[src/rtl/vs_pipeline_reg.sv]
// rtl/vs_pipeline_reg.sv - elastic valid/ready register chain, DEPTH stages of WIDTH bits, bubble-collapsing
// Optional occupancy output enabled by VS_PIPELINE_REG_OCCUPANCY_EN.
module vs_pipeline_reg #(
    parameter int WIDTH = 8,
    parameter int DEPTH = 2
) (
    input  logic             clock,
    input  logic             reset_n,
    input  logic             flush,
    input  logic             in_valid,
    input  logic [WIDTH-1:0] in_data,
    output logic             in_ready,
    output logic             out_valid,
    output logic [WIDTH-1:0] out_data,
    input  logic             out_ready
`ifdef VS_PIPELINE_REG_OCCUPANCY_EN
    ,
    output logic [$clog2(DEPTH+1)-1:0] occupancy
`endif
);

    logic [DEPTH-1:0] valid_q, valid_d;
    logic [WIDTH-1:0] data_q [DEPTH];
    logic [WIDTH-1:0] data_d [DEPTH];
    logic [WIDTH-1:0] src    [DEPTH];
    logic [DEPTH-1:0] adv;
    logic [DEPTH-1:0] up;
    logic             accept;

    // Advance chain walks back from the consumer; carry is "stage i can load".
    always_comb begin
        logic carry;
        carry = out_ready;
        adv   = '0;
        for (int i = DEPTH - 1; i >= 0; i--) begin
            adv[i] = valid_q[i] & carry;
            carry  = ~valid_q[i] | adv[i];
        end
        in_ready = carry & ~flush;
        accept   = in_valid & in_ready;
        up[0]    = accept;
        src[0]   = in_data;
        for (int i = 1; i < DEPTH; i++) begin
            up[i]  = adv[i-1];
            src[i] = data_q[i-1];
        end
    end

    always_comb begin
        valid_d = valid_q;
        for (int i = 0; i < DEPTH; i++) begin
            data_d[i] = data_q[i];
        end
        if (flush) begin
            valid_d = '0;
        end else begin
            for (int i = 0; i < DEPTH; i++) begin
                if (up[i]) begin
                    valid_d[i] = 1'b1;
                    data_d[i]  = src[i];
                end else if (adv[i]) begin
                    valid_d[i] = 1'b0;
                end
            end
        end
    end

    always_ff @(posedge clock or negedge reset_n) begin
        if (!reset_n) begin
            valid_q <= '0;
            for (int i = 0; i < DEPTH; i++) begin
                data_q[i] <= '0;
            end
        end else begin
            valid_q <= valid_d;
            for (int i = 0; i < DEPTH; i++) begin
                data_q[i] <= data_d[i];
            end
        end
    end

    assign out_valid = valid_q[DEPTH-1];
    assign out_data  = data_q[DEPTH-1];

`ifdef VS_PIPELINE_REG_OCCUPANCY_EN
    localparam int CW = $clog2(DEPTH + 1);

    logic [CW-1:0] occ_q, occ_d;

    // An output transfer during flush still leaves the count at zero.
    always_comb begin
        occ_d = occ_q;
        if (flush) begin
            occ_d = '0;
        end else if (accept && !adv[DEPTH-1]) begin
            occ_d = occ_q + CW'(1);
        end else if (adv[DEPTH-1] && !accept) begin
            occ_d = occ_q - CW'(1);
        end
    end

    always_ff @(posedge clock or negedge reset_n) begin
        if (!reset_n) begin
            occ_q <= '0;
        end else begin
            occ_q <= occ_d;
        end
    end

    assign occupancy = occ_q;
`endif

endmodule

[config.mk]
export PLATFORM = sky130hd
export DESIGN_NAME = vs_pipeline_reg
export DESIGN_NICKNAME = d
export VERILOG_FILES = /design/src/rtl/vs_pipeline_reg.sv
export SDC_FILE = /design/constraint.sdc
export NUM_CORES = 1
export LEC_CHECK = 0
export ABC_AREA = 1
export CAP_MARGIN = 10
export CORE_MARGIN = 1.5
export CORE_UTILIZATION = 42
export DETAILED_ROUTE_END_ITERATION = 7
export PLACE_DENSITY = 0.72
export SLEW_MARGIN = 30
export SYNTH_ARGS = -nofsm -noshare
export SYNTH_HDL_FRONTEND = slang
export SYNTH_SLANG_ARGS = --single-unit
[constraint.sdc]
create_clock -name clock -period 1 [get_ports clock]
set_input_delay 0.15 -clock clock [delete_from_list [all_inputs] [get_ports clock]]
set_output_delay 0.15 -clock clock [all_outputs]
set_load 0.01 [all_outputs]
==> results.sh, run 1 <==
export IMPL_start_util=0.449
export IMPL_syn2layout_area_growth_pct=45.7
export IMPL_first_global_vias=666
export IMPL_dp_worst_setup_slack_ps=-511
export IMPL_ctsHoldBuffers=0
export IMPL_crit_start="valid_q[1]"
export IMPL_wirelength_mm=2.00
export IMPL_insertion_delay_ps=300
export IMPL_finalSetupViolCount=19
export IMPL_clockBufferDepth=2
export IMPL_grt_max_degree=19
export IMPL_fp_dieW_um=49.0
export IMPL_portBuffers=22
export IMPL_htreeDepth=1
export IMPL_critPathMaxStageDelay_ps=430
export IMPL_critical_path_top_delay_family="flip-flops"
export IMPL_row_count=16
export IMPL_design_area_sq_um=1300
export IMPL_critPathRequiredTime_ps=850
export IMPL_synth_top_cell_area_share=0.506
export IMPL_die_h_um=49.0
export IMPL_core_area_sq_um=1980
export IMPL_hold_class="in -> async"
export IMPL_avgSynthCellArea_sq_um=10.0
export IMPL_finalNonFillerCells=156
export IMPL_drt_initial_drc_count=14
export IMPL_power_leakage_nw=0.655
export IMPL_wire_per_inst_um=12.8
export IMPL_finalPower_w=0.00195
export IMPL_antenna_cells=0
export IMPL_post_route_drc_count=0
export IMPL_syn_inst=89
export IMPL_period_share=1.18
export IMPL_synth_cell_types=16
export IMPL_final_layout_size_suffix_gt1_frac=0.481
export IMPL_crit_buf_inv=2
export IMPL_globalplace_congestion=0.769
export IMPL_hold_worst_slack_ps=170
export IMPL_finalWorstSetupSlack_ps=-178
export IMPL_cts_root_buffer="clkbuf_4"
export IMPL_syn_num_nets=102
export IMPL_synth_area_sq_um=890
export IMPL_period_needed_ps=1180
export IMPL_crit_path_max_fanout=2
export IMPL_slew_headroom=0.864
export IMPL_clkTransAtPathRegs_ps=110
export IMPL_path_cells="nand3_2 -> nand2_1 -> inv_1 -> buf_2"
export IMPL_drtAntennaViolNets=0
export IMPL_die_area_sq_um=2400
export IMPL_grt_pass1_wl_mm=3.11
export IMPL_first_pass_iters=4
export IMPL_slowest_stage="dfrtp_2"
export IMPL_max_freq_mhz=849
export IMPL_rsz0062_at_grt="yes"
export IMPL_synth_top_cell_by_area="dfrtp_1"
export IMPL_slew_viol_final=0
export IMPL_via_count=758
export IMPL_reg2reg_from="valid_q[1]"
export IMPL_drv_cap=0
export IMPL_end_kind="primary output"
export IMPL_cts_buffers=3
export IMPL_dp_cells=135
export IMPL_placed_cell_area_sq_um=1120
export IMPL_cp_arrival_ps=1030
export IMPL_r2r_end="data_q[13]"
export IMPL_r2r_slack_ps=-120
export IMPL_ys_ff_latch=18
export IMPL_critPathKind="reg -> out"
export IMPL_worst_path_stages=4
export IMPL_violations="setup timing"
export IMPL_antenna_found_initial=0
export IMPL_clock_sinks=18
export IMPL_crit_path_end="in_ready"
export IMPL_ys_warn_count=0
export IMPL_status="finished with violations"
export IMPL_overflow=0
export IMPL_worst_setup_path_start_kind="flop"
export IMPL_place_hpwl_mm=1.06
export IMPL_ff2ff_path_depth=6
export IMPL_grt_total_usage=0.175
export IMPL_fin_worst_skew_ps=10.8
export IMPL_peakVddDrop_mv=1.10
export IMPL_ys_seq_area_frac=0.506
export IMPL_tightest_slew_ps=203
export IMPL_ios=23
export IMPL_p_per_area_nw_per_um2=1500
export IMPL_nets=143
export IMPL_synthTopCellsByArea="dfrtp_1, nand2_1, o21ai_2"
export IMPL_vias_per_cell=4.86
export IMPL_hold_violations=0
export IMPL_cts_tree="yes"
-- where the power goes --
part / total [W] / internal [W] / leakage [nW] / switching, W
registers: 0.000901 / 0.000840 / 0.226 / 0.0000603
clock network: 0.000460 / 0.000222 / 0.0210 / 0.000238
logic: 0.000588 / 0.000321 / 0.408 / 0.000266
-- worst min path at each step --
| stage | start | to | slack [ps] | cells past startpoint |
|---|---|---|---|---|
| after CTS | reset_n | out_data[0] | 170 | 2 |
| after global placement | data_q[14] | data_q[14] | 460 | 2 |
| after detailed placement | data_q[11] | data_q[11] | 460 | 2 |
| final | reset_n | out_data[6] | 170 | 2 |
| after floorplan | reset_n | data_q[10] | -150 | 0 |
| after global routing | reset_n | out_data[6] | 160 | 2 |
-- layout make-up --
type                    count  area (sq um)
fillers                   174           686
multi-input cells          49           344
clock buffers               4          36.3
repair buffers             46           385
inverters                  12          45.0
well taps                  27          33.8
flip-flops and latches     18           452
-- per-stage QoR --
step	util	TNS (ps)
2_1_floorplan	-	0
3_3_place_gp	0.564	-6110
3_5_place_dp	0.564	-6380
4_1_cts	0.603	-871
5_1_grt	0.654	-2670
6_report	0.654	-1570
-- kinds of logic after synthesis --
family,count (synthesis),synth area share
buffers and inverters,24,0.172
and+or+nand+nor,37,0.228
DFF,18,0.506
AOI/OAI and AO/OA,10,0.0942
-- metal layers --
metal	global-route usage	up-vias	routed length (um)
met5	0	-	0
met4	0.0857	0	19
met3	0.0307	4	94
met2	0.292	27	1110
met1	0.218	365	776
li1	-	362	-
-- cells in the mapped netlist --
master     n
o21ai_2    8
buf_6      2
inv_1     10
o21ai_1    1
buf_4      8
dfrtp_1   18
inv_2      2
nand4_1    8
buf_12     1
nand2_2    1
a21oi_2    1
nand2_4    1
nand3_2    1
nand3_4    2
clkbuf_2   1
nand2_1   24
-- flip-flops by register name, summed over array words and instances, names as in the netlist --
signal and count:
out_data 8, data_q 8, valid_q 2
-- placed cells by master (no fill, tap or decap) --
cell type / instances
nand4_1: 8
inv_1: 10
dfrtp_2: 1
buf_2: 9
o21ai_2: 9
a21oi_2: 1
nand2_8: 1
clkbuf_8: 1
nand2_1: 20
nand2_2: 5
dfrtp_1: 17
buf_12: 2
clkdlybuf4s50_1: 12
buf_6: 2
nand3_2: 1
clkbuf_4: 3
inv_2: 2
nand3_4: 4
buf_4: 21
-- repair_timing --
action	CTS	global route
resized for setup	45	5
endpoints found under the hold margin	0	0
pin swaps	1	2
gates cloned	2	0
buffers inserted	5	10
endpoints found under the setup margin	27	27
(Power assumes the default switching activity.)
==> run 2: changes to the inputs <==
CORE_UTILIZATION = 50   (was 42)
DONT_BUFFER_PORTS = 1   (was not set)
PLACE_DENSITY = 0.67   (was 0.72)
==> run 2 against run 1 <==
The run still ends with setup timing left. Clock-buffer cell count is the same. Register-to-register slack better by 20 ps. Routed wire length down 16%. Worst setup slack improved by 73 ps. Critical endpoint unchanged. Critical path type unchanged. Design area decreased by 20%. Sequential share of layout area rose by 9.0 points. Clock power decreased by 3%. Via count down 18%. Worst hold slack got worse by 170 ps. Utilization fell by 4.4 points.
==> results.sh, run 2 (same netlist as run 1, synthesis figures left out) <==
export IMPL_ff2ff_path_depth=5
export IMPL_dp_cells=99
export IMPL_core_area_sq_um=1690
export IMPL_antenna_found_initial=0
export IMPL_portBuffers=0
export IMPL_slew_viol_final=0
export IMPL_period_needed_ps=1100
export IMPL_post_route_drc_count=0
export IMPL_place_hpwl_um=991
export IMPL_rsz0062_at_grt="yes"
export IMPL_reg2reg_from="valid_q[1]"
export IMPL_ios=23
export IMPL_placed_cell_area_sq_um=842
export IMPL_row_count=15
export IMPL_die_h_um=45.2
export IMPL_r2r_end="out_data[1]"
export IMPL_switching_share=0.290
export IMPL_hold_class="in -> async"
export IMPL_globalplace_congestion=0.708
export IMPL_overflow=0
export IMPL_finalNonFillerCells=116
export IMPL_clock_sinks=18
export IMPL_finalWorstSetupSlack_ps=-105
export IMPL_cp_arrival_ps=950
export IMPL_critPathKind="reg -> out"
export IMPL_status="finished with violations"
export IMPL_cts_root_buffer="clkbuf_4"
export IMPL_power_leakage_nw=0.518
export IMPL_clock_power_share=0.266
export IMPL_hold_violations=0
export IMPL_first_pass_iters=4
export IMPL_grt_pass1_wl_mm=2.48
export IMPL_insertion_delay_ps=290
export IMPL_p_sw_w=0.000487
export IMPL_peakVddDrop_mv=0.875
export IMPL_end_kind="primary output"
export IMPL_clkTransAtPathRegs_ps=110
export IMPL_grt_max_degree=19
export IMPL_die_area_sq_um=2040
export IMPL_finalSetupViolCount=18
export IMPL_drt_initial_drc_count=7
export IMPL_cts_buffers=3
export IMPL_cts_tree="yes"
export IMPL_drv_cap=0
export IMPL_clockBufferDepth=2
export IMPL_wire_per_inst_um=14.5
export IMPL_fin_tns_setup_ps=-1130
export IMPL_final_layout_size_suffix_gt1_frac=0.323
export IMPL_worst_setup_path_start_kind="flop"
export IMPL_period_share=1.10
export IMPL_fp_dieW_um=45.2
export IMPL_wirelength_mm=1.68
export IMPL_fin_worst_skew_ps=5.20
export IMPL_violations="setup timing"
export IMPL_design_area_sq_um=1030
export IMPL_nets=113
export IMPL_grt_total_usage=0.174
export IMPL_htreeDepth=1
export IMPL_syn2layout_area_growth_pct=15.9
export IMPL_critPathRequiredTime_ps=850
export IMPL_seqPwrFrac=0.564
export IMPL_power_internal_w=0.00119
export IMPL_power_frac_comb=0.169
export IMPL_hold_worst_slack_ps=2.75
export IMPL_vias_per_cell=5.33
export IMPL_drtAntennaViolNets=0
export IMPL_tightest_slew_ps=799
export IMPL_layout_commonest_cell="nand2_1"
export IMPL_p_per_area_nw_per_um2=1630
export IMPL_antenna_cells=0
export IMPL_max_freq_mhz=905
export IMPL_first_global_vias=546
export IMPL_slew_headroom=0.468
export IMPL_crit_path_max_fanout=3
export IMPL_via_count=618
export IMPL_r2r_slack_ps=-100
export IMPL_start_util=0.527
export IMPL_final_cell_mix="nand2_1, dfrtp_1, o21ai_2, inv_1, dlygate4sd3_1"
-- run 2: power groups by stage --
stage	Combinational [W]	Sequential [W]	Clock [W]
global route	0.000323	0.000961	0.000485
global placement	0.000204	0.000960	0
finish	0.000284	0.000946	0.000446
detailed placement	0.000215	0.000963	0
CTS	0.000267	0.000949	0.000451
floorplan	0.000326	0.000906	0
-- run 2: area by class of cell --
class | count | area, sq um
Fill cell | 139 | 658
Sequential cell | 18 | 452
Multi-Input combinational cell | 48 | 318
Timing Repair Buffer | 17 | 159
Inverter | 12 | 45.0
Clock buffer | 4 | 36.3
Tap cell | 17 | 21.3
-- run 2: metal layers --
| metal | share of wire | up-vias | global-route usage | wire [um] |
|---|---|---|---|---|
| met4 | 0.0071 | 0 | 0.0706 | 12 |
| met2 | 0.52 | 17 | 0.291 | 879 |
| met1 | 0.43 | 298 | 0.212 | 723 |
| met5 | 0 | - | 0 | 0 |
| met3 | 0.041 | 2 | 0.0440 | 69 |
| li1 | - | 301 | - | - |
-- run 2: timing repair --
| item | in CTS | in global routing |
|---|---|---|
| buffers inserted | 1 | 1 |
| endpoints found under the hold margin | 25 | 3 |
| gates resized for setup | 4 | 3 |
| pin swaps | 1 | 2 |
| cloned | 1 | 0 |
| hold buffers | 6 | 4 |
| setup endpoints to repair | 19 | 18 |
-- run 2: stage by stage --
step                      utilization  power, W  setup slack [ps]
after floorplan                     -   0.00123              12.2
after global placement          0.499   0.00116             -55.5
after detailed placement        0.499   0.00118             -70.0
after CTS                       0.576   0.00167              -104
after global routing            0.610   0.00177              -151
final                           0.610   0.00168              -105
-- run 2: worst max-delay path, cell delays in order, from the launching register on --
cell and delay, ps:
dfrtp_2 450, nand3_4 100, nand2_2 60, inv_2 60
-- run 2: worst max-delay path by stage --
stage,startpoint,cells after the start,to
floorplan,valid_q[1],5,out_data[7]
global placement,valid_q[1],4,data_q[9]
detailed placement,valid_q[1],4,data_q[8]
CTS,valid_q[1],3,in_ready
global route,valid_q[1],3,in_ready
finish,valid_q[1],3,in_ready
==> edit (config.mk and constraints of run 2) <==
The parameter `WIDTH` goes from 8 to 6.
--- a/src/rtl/vs_pipeline_reg.sv
+++ b/src/rtl/vs_pipeline_reg.sv
@@ -1,7 +1,7 @@
 // rtl/vs_pipeline_reg.sv - elastic valid/ready register chain, DEPTH stages of WIDTH bits, bubble-collapsing
 // Optional occupancy output enabled by VS_PIPELINE_REG_OCCUPANCY_EN.
 module vs_pipeline_reg #(
-    parameter int WIDTH = 8,
+    parameter int WIDTH = 6,
     parameter int DEPTH = 2
 ) (
     input  logic             clock,
Interface: changed (resized in_data and out_data); port bits go from 23 to 19. No check against the original RTL was run, so the function may have changed too.
==> edit against run 2 <==
- the run still ends with setup timing left
- critical path depth unchanged
- clock power down 30%
- combinational power down 34%
- power down 26%
- hold slack better by 0.0070 ns
- core utilization down 4.7 points
- sequential power down 22%
- die area down 21%
- non-clock buffer count down 11
- design area down 30%
- setup slack better by 0.036 ns
- routed wire length down 35%
- sequential cell count down 4
- area after synthesis down 23%
- largest power group unchanged
==> edit: results (changes against run 2) <==
synth.distinct_cells: 14  # was 16
multi_input_area_share_pct: 33.2  # was 30.8%
cp_slowest_cell: "dfrtp_1"  # was dfrtp_2
grt_util_met1_pct: 19.9  # was 21.2%
slew_headroom_pct: 58.4  # was 46.8%
cts_resized: 2  # was 4
fin_skew_ns: 0.000673  # was 0.00520 ns
area_delta_synth_final_pct: 5.66  # was 15.9%
status: "complete, but fails checks"  # unchanged
gr-usage-met2_pct: 28.2  # was 29.1%
dp_slack_ns: -0.00714  # was -0.0700 ns
wl_met3_um: 63  # was 69 µm
clock_buffers: 3  # was 4
dp_cells: 77  # was 99
avgSynthCellArea_um2: 9.94  # was 10.0 µm²
vdd_drop_max_uv: 807  # was 875 µV
slowest_delay_ns: 0.43  # was 0.45 ns
fin_nets: 83  # was 113
seq-cell-share_pct: 48.4  # was 43.8%
placed_cell_area_um2: 647  # was 842 µm²
syn-num-nets: 80  # was 102
setup_viol: 14  # was 18
grt_use_total_pct: 17.6  # was 17.4%
design.seq.count: 14  # was 18
powerClk_uw: 310  # was 446 µW
inverters: 10  # was 12
setup_slack_ns: -0.0691  # was -0.105 ns
violations: "setup timing"  # unchanged
edit: changes by cell type after synthesis, sizes merged:
cell	delta
buf	-4
dfrtp	-4
inv	-2
nand2	-6
nand4	-2
o21ai	-2
edit: worst reg2reg max path: cells and delay by family (launching register included):
| family | cells | cell delay [ns] |
|---|---|---|
| flops | 1 | 0.42 |
| simple gates | 2 | 0.31 |
| buf+inv | 1 | 0.15 |
| compound gates | 1 | 0.06 |
edit: worst paths after layout:
check / start / to / slack [ns]
min in group asynchronous: reset_n / out_data[3] / 0.32
max in group asynchronous: reset_n / data_q[10] / 0.28
max reg2reg: valid_q[0] / out_data[0] / -0.04
min: in_valid / data_q[9] / 0.01
min reg2reg: data_q[11] / data_q[11] / 0.48
max: valid_q[0] / in_ready / -0.07
edit: kinds of logic (layout without fill, tap and decap cells):
logic type      Yosys count  after routing  synth area share, %
compound gates            8              8                 9.12
simple gates             29             29                 24.5
buf+inv                  18             19                 15.3
flops                    14             14                 51.1
